==> src/rtl/alu_packet_responder_if.sv <==
// Byte-wide AXI-stream channel used on both sides of the ALU packet responder.
interface alu_packet_responder_if;
    logic [7:0] tdata;
    logic       tvalid;
    logic       tready;

    modport master (output tdata, output tvalid, input tready);
    modport slave  (input tdata, input tvalid, output tready);
endinterface

==> src/rtl/alu_packet_responder.sv <==
// Device-side endpoint of the UART ALU protocol: parses command packets from
// the rx stream and answers with echo data or a 32-bit ALU result.
// Optional feature macro: ALU_MUL_EN (adds the shift-add MUL opcode).
module alu_packet_responder #(
    parameter logic [7:0] OPCODE_ECHO_P = 8'hEC,
    parameter logic [7:0] OPCODE_ADD_P  = 8'hA0,
    parameter logic [7:0] OPCODE_MUL_P  = 8'hB0
) (
    input  logic                          clk,
    input  logic                          rst_n,
    alu_packet_responder_if.slave         s_axis,
    alu_packet_responder_if.master        m_axis,
    output logic                          busy_o,
    output logic                          err_o
);

    localparam logic [3:0] S_OPC    = 4'd0;
    localparam logic [3:0] S_RSVD   = 4'd1;
    localparam logic [3:0] S_LEN_LO = 4'd2;
    localparam logic [3:0] S_LEN_HI = 4'd3;
    localparam logic [3:0] S_ECHO   = 4'd4;
    localparam logic [3:0] S_OPND   = 4'd5;
    localparam logic [3:0] S_RESP   = 4'd6;
    localparam logic [3:0] S_DRAIN  = 4'd7;
`ifdef ALU_MUL_EN
    localparam logic [3:0] S_MUL    = 4'd8;
    localparam bit         MUL_EN   = 1'b1;
`else
    localparam bit         MUL_EN   = 1'b0;
`endif

    logic [3:0]  state_q, state_d;
    logic [7:0]  op_q, op_d;
    logic [7:0]  len_lo_q, len_lo_d;
    logic [15:0] rem_q, rem_d;
    logic [23:0] word_q, word_d;     // first three bytes of the operand in flight
    logic [1:0]  bcnt_q, bcnt_d;
    logic        first_q, first_d;
    logic [31:0] acc_q, acc_d;
    logic [1:0]  rcnt_q, rcnt_d;
    logic        err_q, err_d;
`ifdef ALU_MUL_EN
    logic [31:0] mcand_q, mcand_d;
    logic [31:0] mplier_q, mplier_d;
    logic [31:0] prod_q, prod_d;
    logic [4:0]  mcnt_q, mcnt_d;
`endif

    logic        s_hs, m_hs;
    logic [15:0] len_w, rem_w;
    logic [31:0] word_w;
    logic        is_echo, is_mul, is_alu;

    assign s_hs    = s_axis.tvalid && s_axis.tready;
    assign m_hs    = m_axis.tvalid && m_axis.tready;
    assign len_w   = {s_axis.tdata, len_lo_q};
    assign rem_w   = len_w - 16'd4;
    assign word_w  = {s_axis.tdata, word_q};
    assign is_echo = (op_q == OPCODE_ECHO_P);
    assign is_mul  = MUL_EN && (op_q == OPCODE_MUL_P);
    assign is_alu  = (op_q == OPCODE_ADD_P) || is_mul;
    assign busy_o  = (state_q != S_OPC);
    assign err_o   = err_q;

    // Stream-side outputs; held at reset values while rst_n is low.
    always_comb begin
        s_axis.tready = 1'b0;
        m_axis.tvalid = 1'b0;
        m_axis.tdata  = 8'h00;
        if (rst_n) begin
            case (state_q)
                S_OPC, S_RSVD, S_LEN_LO, S_LEN_HI, S_OPND, S_DRAIN:
                    s_axis.tready = 1'b1;
                S_ECHO: begin
                    m_axis.tdata  = s_axis.tdata;
                    m_axis.tvalid = s_axis.tvalid;
                    s_axis.tready = m_axis.tready;
                end
                S_RESP: begin
                    m_axis.tvalid = 1'b1;
                    m_axis.tdata  = acc_q[8*rcnt_q +: 8];
                end
                default: ;
            endcase
        end
    end

    // Packet parser / ALU next-state logic.
    always_comb begin
        state_d  = state_q;
        op_d     = op_q;
        len_lo_d = len_lo_q;
        rem_d    = rem_q;
        word_d   = word_q;
        bcnt_d   = bcnt_q;
        first_d  = first_q;
        acc_d    = acc_q;
        rcnt_d   = rcnt_q;
        err_d    = 1'b0;
`ifdef ALU_MUL_EN
        mcand_d  = mcand_q;
        mplier_d = mplier_q;
        prod_d   = prod_q;
        mcnt_d   = mcnt_q;
`endif
        case (state_q)
            S_OPC: if (s_hs) begin
                op_d    = s_axis.tdata;
                state_d = S_RSVD;
            end
            S_RSVD: if (s_hs) state_d = S_LEN_LO;
            S_LEN_LO: if (s_hs) begin
                len_lo_d = s_axis.tdata;
                state_d  = S_LEN_HI;
            end
            S_LEN_HI: if (s_hs) begin
                rem_d   = rem_w;
                bcnt_d  = 2'd0;
                first_d = 1'b1;
                acc_d   = 32'd0;
                if (len_w < 16'd4) begin
                    err_d   = 1'b1;
                    rem_d   = 16'd0;
                    state_d = S_OPC;
                end else if (is_echo) begin
                    state_d = (rem_w == 16'd0) ? S_OPC : S_ECHO;
                end else if (is_alu && len_w >= 16'd8 && len_w[1:0] == 2'b00) begin
                    state_d = S_OPND;
                end else begin
                    err_d   = 1'b1;
                    state_d = (rem_w == 16'd0) ? S_OPC : S_DRAIN;
                end
            end
            S_ECHO, S_DRAIN: if (s_hs) begin
                rem_d = rem_q - 16'd1;
                if (rem_q == 16'd1) state_d = S_OPC;
            end
            S_OPND: if (s_hs) begin
                rem_d  = rem_q - 16'd1;
                word_d = word_w[31:8];
                bcnt_d = bcnt_q + 2'd1;
                if (bcnt_q == 2'd3) begin
                    first_d = 1'b0;
                    if (first_q) begin
                        acc_d   = word_w;
                        state_d = (rem_q == 16'd1) ? S_RESP : S_OPND;
`ifdef ALU_MUL_EN
                    end else if (is_mul) begin
                        mcand_d  = acc_q;
                        mplier_d = word_w;
                        prod_d   = 32'd0;
                        mcnt_d   = 5'd0;
                        state_d  = S_MUL;
`endif
                    end else begin
                        acc_d   = acc_q + word_w;
                        state_d = (rem_q == 16'd1) ? S_RESP : S_OPND;
                    end
                end
            end
`ifdef ALU_MUL_EN
            S_MUL: begin
                prod_d   = prod_q + (mplier_q[0] ? mcand_q : 32'd0);
                mcand_d  = mcand_q << 1;
                mplier_d = mplier_q >> 1;
                mcnt_d   = mcnt_q + 5'd1;
                if (mcnt_q == 5'd31) begin
                    acc_d   = prod_d;
                    state_d = (rem_q == 16'd0) ? S_RESP : S_OPND;
                end
            end
`endif
            S_RESP: if (m_hs) begin
                rcnt_d = rcnt_q + 2'd1;
                if (rcnt_q == 2'd3) begin
                    state_d = S_OPC;
                    acc_d   = 32'd0;
                end
            end
            default: state_d = S_OPC;
        endcase
    end

    // State registers with synchronous active-low reset.
    always_ff @(posedge clk) begin
        if (!rst_n) begin
            state_q  <= S_OPC;
            op_q     <= 8'h00;
            len_lo_q <= 8'h00;
            rem_q    <= 16'd0;
            word_q   <= 24'd0;
            bcnt_q   <= 2'd0;
            first_q  <= 1'b0;
            acc_q    <= 32'd0;
            rcnt_q   <= 2'd0;
            err_q    <= 1'b0;
`ifdef ALU_MUL_EN
            mcand_q  <= 32'd0;
            mplier_q <= 32'd0;
            prod_q   <= 32'd0;
            mcnt_q   <= 5'd0;
`endif
        end else begin
            state_q  <= state_d;
            op_q     <= op_d;
            len_lo_q <= len_lo_d;
            rem_q    <= rem_d;
            word_q   <= word_d;
            bcnt_q   <= bcnt_d;
            first_q  <= first_d;
            acc_q    <= acc_d;
            rcnt_q   <= rcnt_d;
            err_q    <= err_d;
`ifdef ALU_MUL_EN
            mcand_q  <= mcand_d;
            mplier_q <= mplier_d;
            prod_q   <= prod_d;
            mcnt_q   <= mcnt_d;
`endif
        end
    end

endmodule

==> src/flat_wrapper.sv <==
// flat-port wrapper written by rule: the top's interface ports become plain ports
module alu_packet_responder_flat 
#(
    parameter logic [7:0] OPCODE_ECHO_P = 8'hEC,
    parameter logic [7:0] OPCODE_ADD_P  = 8'hA0,
    parameter logic [7:0] OPCODE_MUL_P  = 8'hB0
)
  (clk, rst_n, busy_o, err_o, s_axis_tdata, s_axis_tvalid, s_axis_tready, m_axis_tdata, m_axis_tvalid, m_axis_tready);
  alu_packet_responder_if s_axis_i ();
  alu_packet_responder_if m_axis_i ();
  input  logic clk;
  input  logic rst_n;
  output logic busy_o;
  output logic err_o;
  input wire logic [$bits(s_axis_i.tdata)-1:0] s_axis_tdata;
  input wire logic [$bits(s_axis_i.tvalid)-1:0] s_axis_tvalid;
  output wire logic [$bits(s_axis_i.tready)-1:0] s_axis_tready;
  output wire logic [$bits(m_axis_i.tdata)-1:0] m_axis_tdata;
  output wire logic [$bits(m_axis_i.tvalid)-1:0] m_axis_tvalid;
  input wire logic [$bits(m_axis_i.tready)-1:0] m_axis_tready;
  assign s_axis_i.tdata = s_axis_tdata;
  assign s_axis_i.tvalid = s_axis_tvalid;
  assign s_axis_tready = s_axis_i.tready;
  assign m_axis_tdata = m_axis_i.tdata;
  assign m_axis_tvalid = m_axis_i.tvalid;
  assign m_axis_i.tready = m_axis_tready;
  alu_packet_responder #(.OPCODE_ECHO_P(OPCODE_ECHO_P), .OPCODE_ADD_P(OPCODE_ADD_P), .OPCODE_MUL_P(OPCODE_MUL_P)) u_core (.clk(clk), .rst_n(rst_n), .s_axis(s_axis_i), .m_axis(m_axis_i), .busy_o(busy_o), .err_o(err_o));
endmodule
==> config.mk <==
export PLATFORM = sky130hd
export DESIGN_NAME = alu_packet_responder_flat
export DESIGN_NICKNAME = d
export VERILOG_FILES = /design/src/rtl/alu_packet_responder_if.sv /design/src/rtl/alu_packet_responder.sv /design/src/flat_wrapper.sv
export SDC_FILE = /design/constraint.sdc
export NUM_CORES = 1
export LEC_CHECK = 0
export CORE_MARGIN = 2
export CORE_UTILIZATION = 35
export CTS_BUF_LIST = sky130_fd_sc_hd__clkbuf_4 sky130_fd_sc_hd__clkbuf_8
export DETAILED_ROUTE_END_ITERATION = 12
export PLACE_DENSITY = 0.51
export REMOVE_ABC_BUFFERS = 1
export SKIP_LAST_GASP = 1
export SLEW_MARGIN = 5
export SYNTH_ARGS = -nofsm -noshare
export SYNTH_HDL_FRONTEND = slang
export SYNTH_SLANG_ARGS = --single-unit
==> constraint.sdc <==
create_clock -name clk -period 8.1 [get_ports clk]
set_input_delay 1.215 -clock clk [delete_from_list [all_inputs] [get_ports clk]]
set_output_delay 1.215 -clock clk [all_outputs]
set_load 0.05 [all_outputs]
### Yosys cells after proc, flatten, opt, wreduce, memory -nomap -nowiden

Cells that the tools add are included.

* flip-flop bits (word level): 98
* bits in latches: 0
* memory bits (writable): 0
* bits in read-only memories: 0
* bits of input ports: 12
* logic and storage cells: 109
* memories kept: 0

* $add $sub $neg: 5
* multipliers: 0
* divide/modulo/power cells: 0
* $lt $le $gt $ge: 2
* equality and inequality tests: 23
* shift-type cells: 1
* multiplexer cells: 44
* bitwise operators: 0
* reduce and logical (&&, ||, !) cells: 24

Operators with widths (number)
* $mux 32: 6
* $pmux 32 s3: 1
* $mux 4: 13
* $mux 16: 3
* $add 32x32->32: 1
* $pmux 16 s2: 1
* $shiftx 32x6->8: 1
* $pmux 4 s7: 1
* $ne 2x1->1 const B: 11
* $eq 16x1->1 const B: 1
* $eq 4x3->1 const B: 4
* $eq 8x8->1 const B: 2
* $ge 16x4->1 const B: 1
* $logic_not 16->1: 1
* $lt 16x3->1 const B: 1
* $pmux 8 s2: 1
* $sub 16x1->16 const B: 1
* $sub 16x3->16 const B: 1
* $reduce_and 10->1: 1
* $reduce_and 3->1: 3
* $eq 4x2->1 const B: 2
* $mux 1: 8
* $mux 8: 1
* $reduce_and 2->1: 4
* 18 further kinds: 29

### Longest topological paths before layout

* word-level depth: 8
* mapped depth: 12
* depth with buffers taken out: 12

### Worst setup path after synthesis

OpenSTA, ideal clock, no wires.

* path kind: input -> output
* from: in s_axis_tdata[0]
* to: out m_axis_tdata[0]
* arrival time: 2.251 ns
* data required time: 6.885 ns
* setup slack: 4.634 ns
* stages: 3
* cells stage by stage: clkbuf_1 -> mux2i_1 -> nor2_1

* longest elaborated chain between the ends: 2

RTL lines
* start, declared: RTL line flat_wrapper.sv:15 `input wire logic [$bits(s_axis_i.tdata)-1:0] s_axis_tdata;`
* $pmux 8 s2: RTL line alu_packet_responder.sv:71 `case (state_q)`
* $mux 8: RTL line alu_packet_responder.sv:70 `if (rst_n) begin`
* end, declared: RTL line flat_wrapper.sv:18 `output wire logic [$bits(m_axis_i.tdata)-1:0] m_axis_tdata;`

Every way passes these cells.

### Worst setup path in the final report

* from: in rst_n
* to: out m_axis_tdata[6]

* longest elaborated chain between the ends: 1

RTL lines
* start, declared: RTL line flat_wrapper.sv:12 `input logic rst_n;`
* $mux 8: RTL line alu_packet_responder.sv:70

Every way passes these cells.

==> results.tsv <==
stage	metric	value	unit
run_status	status	completed	
critical_path	crit path kind	in2out	
clock_network	# clock sinks	97	
layout	ANT cells	0	
power	Power, Total	0.963	mW
grt	largest net degree at the start of global routing	85	
placement	Final Wtd Congestion	0.844	
routing	Routed Wire Length	19.7	mm
clock_network	CTS Buf Count	9	
placement	number of I/O port buffers	23	
grt	met2 GRT Util	30.1	%
power	Worst VDD drop	65.3	µV
floorplan	Die Y	141	µm
clock_network	H-tree Lvls	3	
synth	Synth Warn #	0	
layout	Nets	874	
grt	GRT overflow	0	
routing	Final ANT Viol Nets	0	
clock_network	CTS resizes	0	
power	sequential share of power	51.1	%
routing	DRC Markers	0	
timing	min Tclk post-route	4.60	ns
clock_network	CTS Hold Bufs	0	
timing	final hold viol count	0	
clock_network	Max Root-Sink Buffers	2	
timing	Final Slew Violations	0	
layout	end-of-flow core utilization	38.5	%
timing	FMAX	217	MHz
synth	Syn Inst Count	837	
grt	first-pass GRT wire length	32.0	mm
grt	number of global-route vias before repair	5605	
timing	setup ws final	3.50	ns
power	LEAKAGE	2.67	nW
power	Power Internal	0.708	mW
critical_path	Worst EP arrival	3.39	ns
placement	post-detail-place hpwl	13.7	mm
critical_path	CP Capture Type	primary output	
grt	GRT busiest layer	met1	
timing	Tcrit/Tclk final	56.8	%
power	pwr/cell area	135	nW/µm²
routing	DR iter-0 viols	494	
synth	post-synthesis cell type count	72	
routing	via count	5967	
grt	M3 GR Usage	3.06	%
routing	DRT Pass-1 Iters	8	
clock_network	CTS tree	built	
routing	vias per inst	5.62	
layout	Area Overhead vs Synth	8.94	%
grt	GRT Total Usage	20.4	%
critical_path	peak fanout along the critical path	11	
worst_hold_path	Hold Crit Class	reg2reg	
synth	Avg Inst Size Synth	7.82	µm²
clock_network	postcts setup bufs	0	
synth	FFs w/ async S/R, synth	0	%
timing	slew margin rel.	21.9	%
critical_path	Startpoint Class	primary input	
timing	Clock Skew	0.0124	ns
timing	final setup fails	0	
grt	M1 GR Usage	30.9	%
timing	Total Neg Setup Slack	0	ns
routing	Routed wire per std cell	18.5	µm
synth	Post-synth EDFFs	0	
job	max cap viols	0	
power	Psw	0.255	mW
power	Switching Share	26.5	%
floorplan	I/O pin count	24	
clock_network	Root Driver	clkbuf_8	
floorplan	Die W	141	µm
clock_network	clock latency at the later pin of the worst-skew pair	0.38	ns
synth	register area share after synthesis	29.7	%
floorplan	Core Area	18500	µm²
placement	Place WS	3.53	ns
timing	WHS	0.482	ns
floorplan	Site Rows	50	
timing	Worst Tran Pin Value	1.17	ns
synth	synthesized flop and latch total	97	
floorplan	Die ar.	19800	µm²
clock_network	Reg clk slew, reported paths	0.10	ns
floorplan	initial core utilization	35.4	%
grt	initial antenna violation count	0	
power	clock network fraction of total power	38.6	%
synth	mapped cell area	6550	µm²
power	Logic pwr share	10.3	%
timing	RSZ-0062 raised after global routing	false	
synth	Synth Flop Type	dfxtp_1	
layout	layout cells sized above 1	6.04	%
critical_path	Worst EP required	6.88	ns
## cell type report
class                   count  area (µm²)
inverters                  15        56.3
flip-flops and latches     97        1940
multi-input cells         672        4350
well taps                 234         293
clock inverters             5        77.6
fillers                  1973       11400
clock buffers              11         151
repair buffers             28         268
## metrics by stage
stage          std cells  instance area (µm²)
3_5_place_dp        1046                 6900
4_1_cts             1062                 7130
3_3_place_gp        1046                 6900
5_1_grt             1062                 7130
2_1_floorplan        784                 6340
6_report            1062                 7130
## layout by cell type, fill, tap and decap left out, drive strengths merged, types with 23 or more instances in the layout
cell type and instances:
nand2 115, nor2 101, dfxtp 97, a21oi 85
o21ai 52, ha 38, mux2i 27, xnor2 25
a22oi 25, clkdlybuf4s50 23
## final timing paths
path	end	cells past startpoint	startpoint	slack [ns]
max reg2reg	u_core.acc_q[22]$_SDFFE_PN0P_	12	u_core.acc_q[0]$_SDFFE_PN0P_	4.85
min	u_core.bcnt_q[1]$_SDFFE_PN0P_	2	u_core.bcnt_q[1]$_SDFFE_PN0P_	0.48
min reg2reg	u_core.bcnt_q[1]$_SDFFE_PN0P_	2	u_core.bcnt_q[1]$_SDFFE_PN0P_	0.48
max	m_axis_tdata[6]	4	rst_n	3.50
## state kept, by name (all words and copies together), names as in the netlist
signal,cells
u_core.len_lo_q,8
u_core.word_q,24
u_core.bcnt_q,2
u_core.acc_q,32
u_core.rcnt_q,2
u_core.op_q,8
u_core.err_o,1
u_core.first_q,1
u_core.rem_q,16
u_core.state_q,3
## power by group through the flow
stage | registers [mW] | logic, mW | clock network [mW]
global placement | 0.503 | 0.0990 | 0
CTS | 0.492 | 0.0991 | 0.385
global route | 0.493 | 0.109 | 0.404
floorplan | 0.500 | 0.0621 | 0
finish | 0.492 | 0.0991 | 0.371
detailed placement | 0.503 | 0.0986 | 0
## kinds of logic after synthesis
kind of cell | synth area share (%)
AND/OR/NAND/NOR | 22.3
AO/OA/AOI/OAI | 24.2
flip-flops | 29.7
buffers and inverters | 4.01
XOR/XNOR | 5.35
adder cells (fa/ha/maj) | 7.57
multiplexers | 6.88
## routing by layer
layer / up-vias / wire length [µm]
met5: - / 0
met4: 0 / 327
met3: 26 / 685
met2: 117 / 8320
met1: 2835 / 10400
li1: 2989 / -
## worst max-delay path, stage by stage
cell and delay (ns):
clkdlybuf4s50_1 0.61, nand2_1 0.37, nor2_1 0.33, clkdlybuf4s50_1 0.85
## Yosys cell counts, drive strengths merged, types with 7 or more instances
cell	count	area share, %
o21ai	52	4.0
nand2	115	6.6
nand3	21	1.6
o22ai	7	0.67
a21oi	85	6.5
clkbuf	48	2.8
nor2	101	5.8
nor3	19	1.6
inv	15	0.86
nand2b	11	1.1
dfxtp	97	30
xor2	15	2.0
xnor2	25	3.3
mux2i	27	4.1
nor4	8	1.2
a21o	14	1.6
a31oi	7	0.67
and2	7	0.67
ha	38	7.3
a22oi	25	2.9
mux4	8	2.8
(Power assumes the default switching activity.)
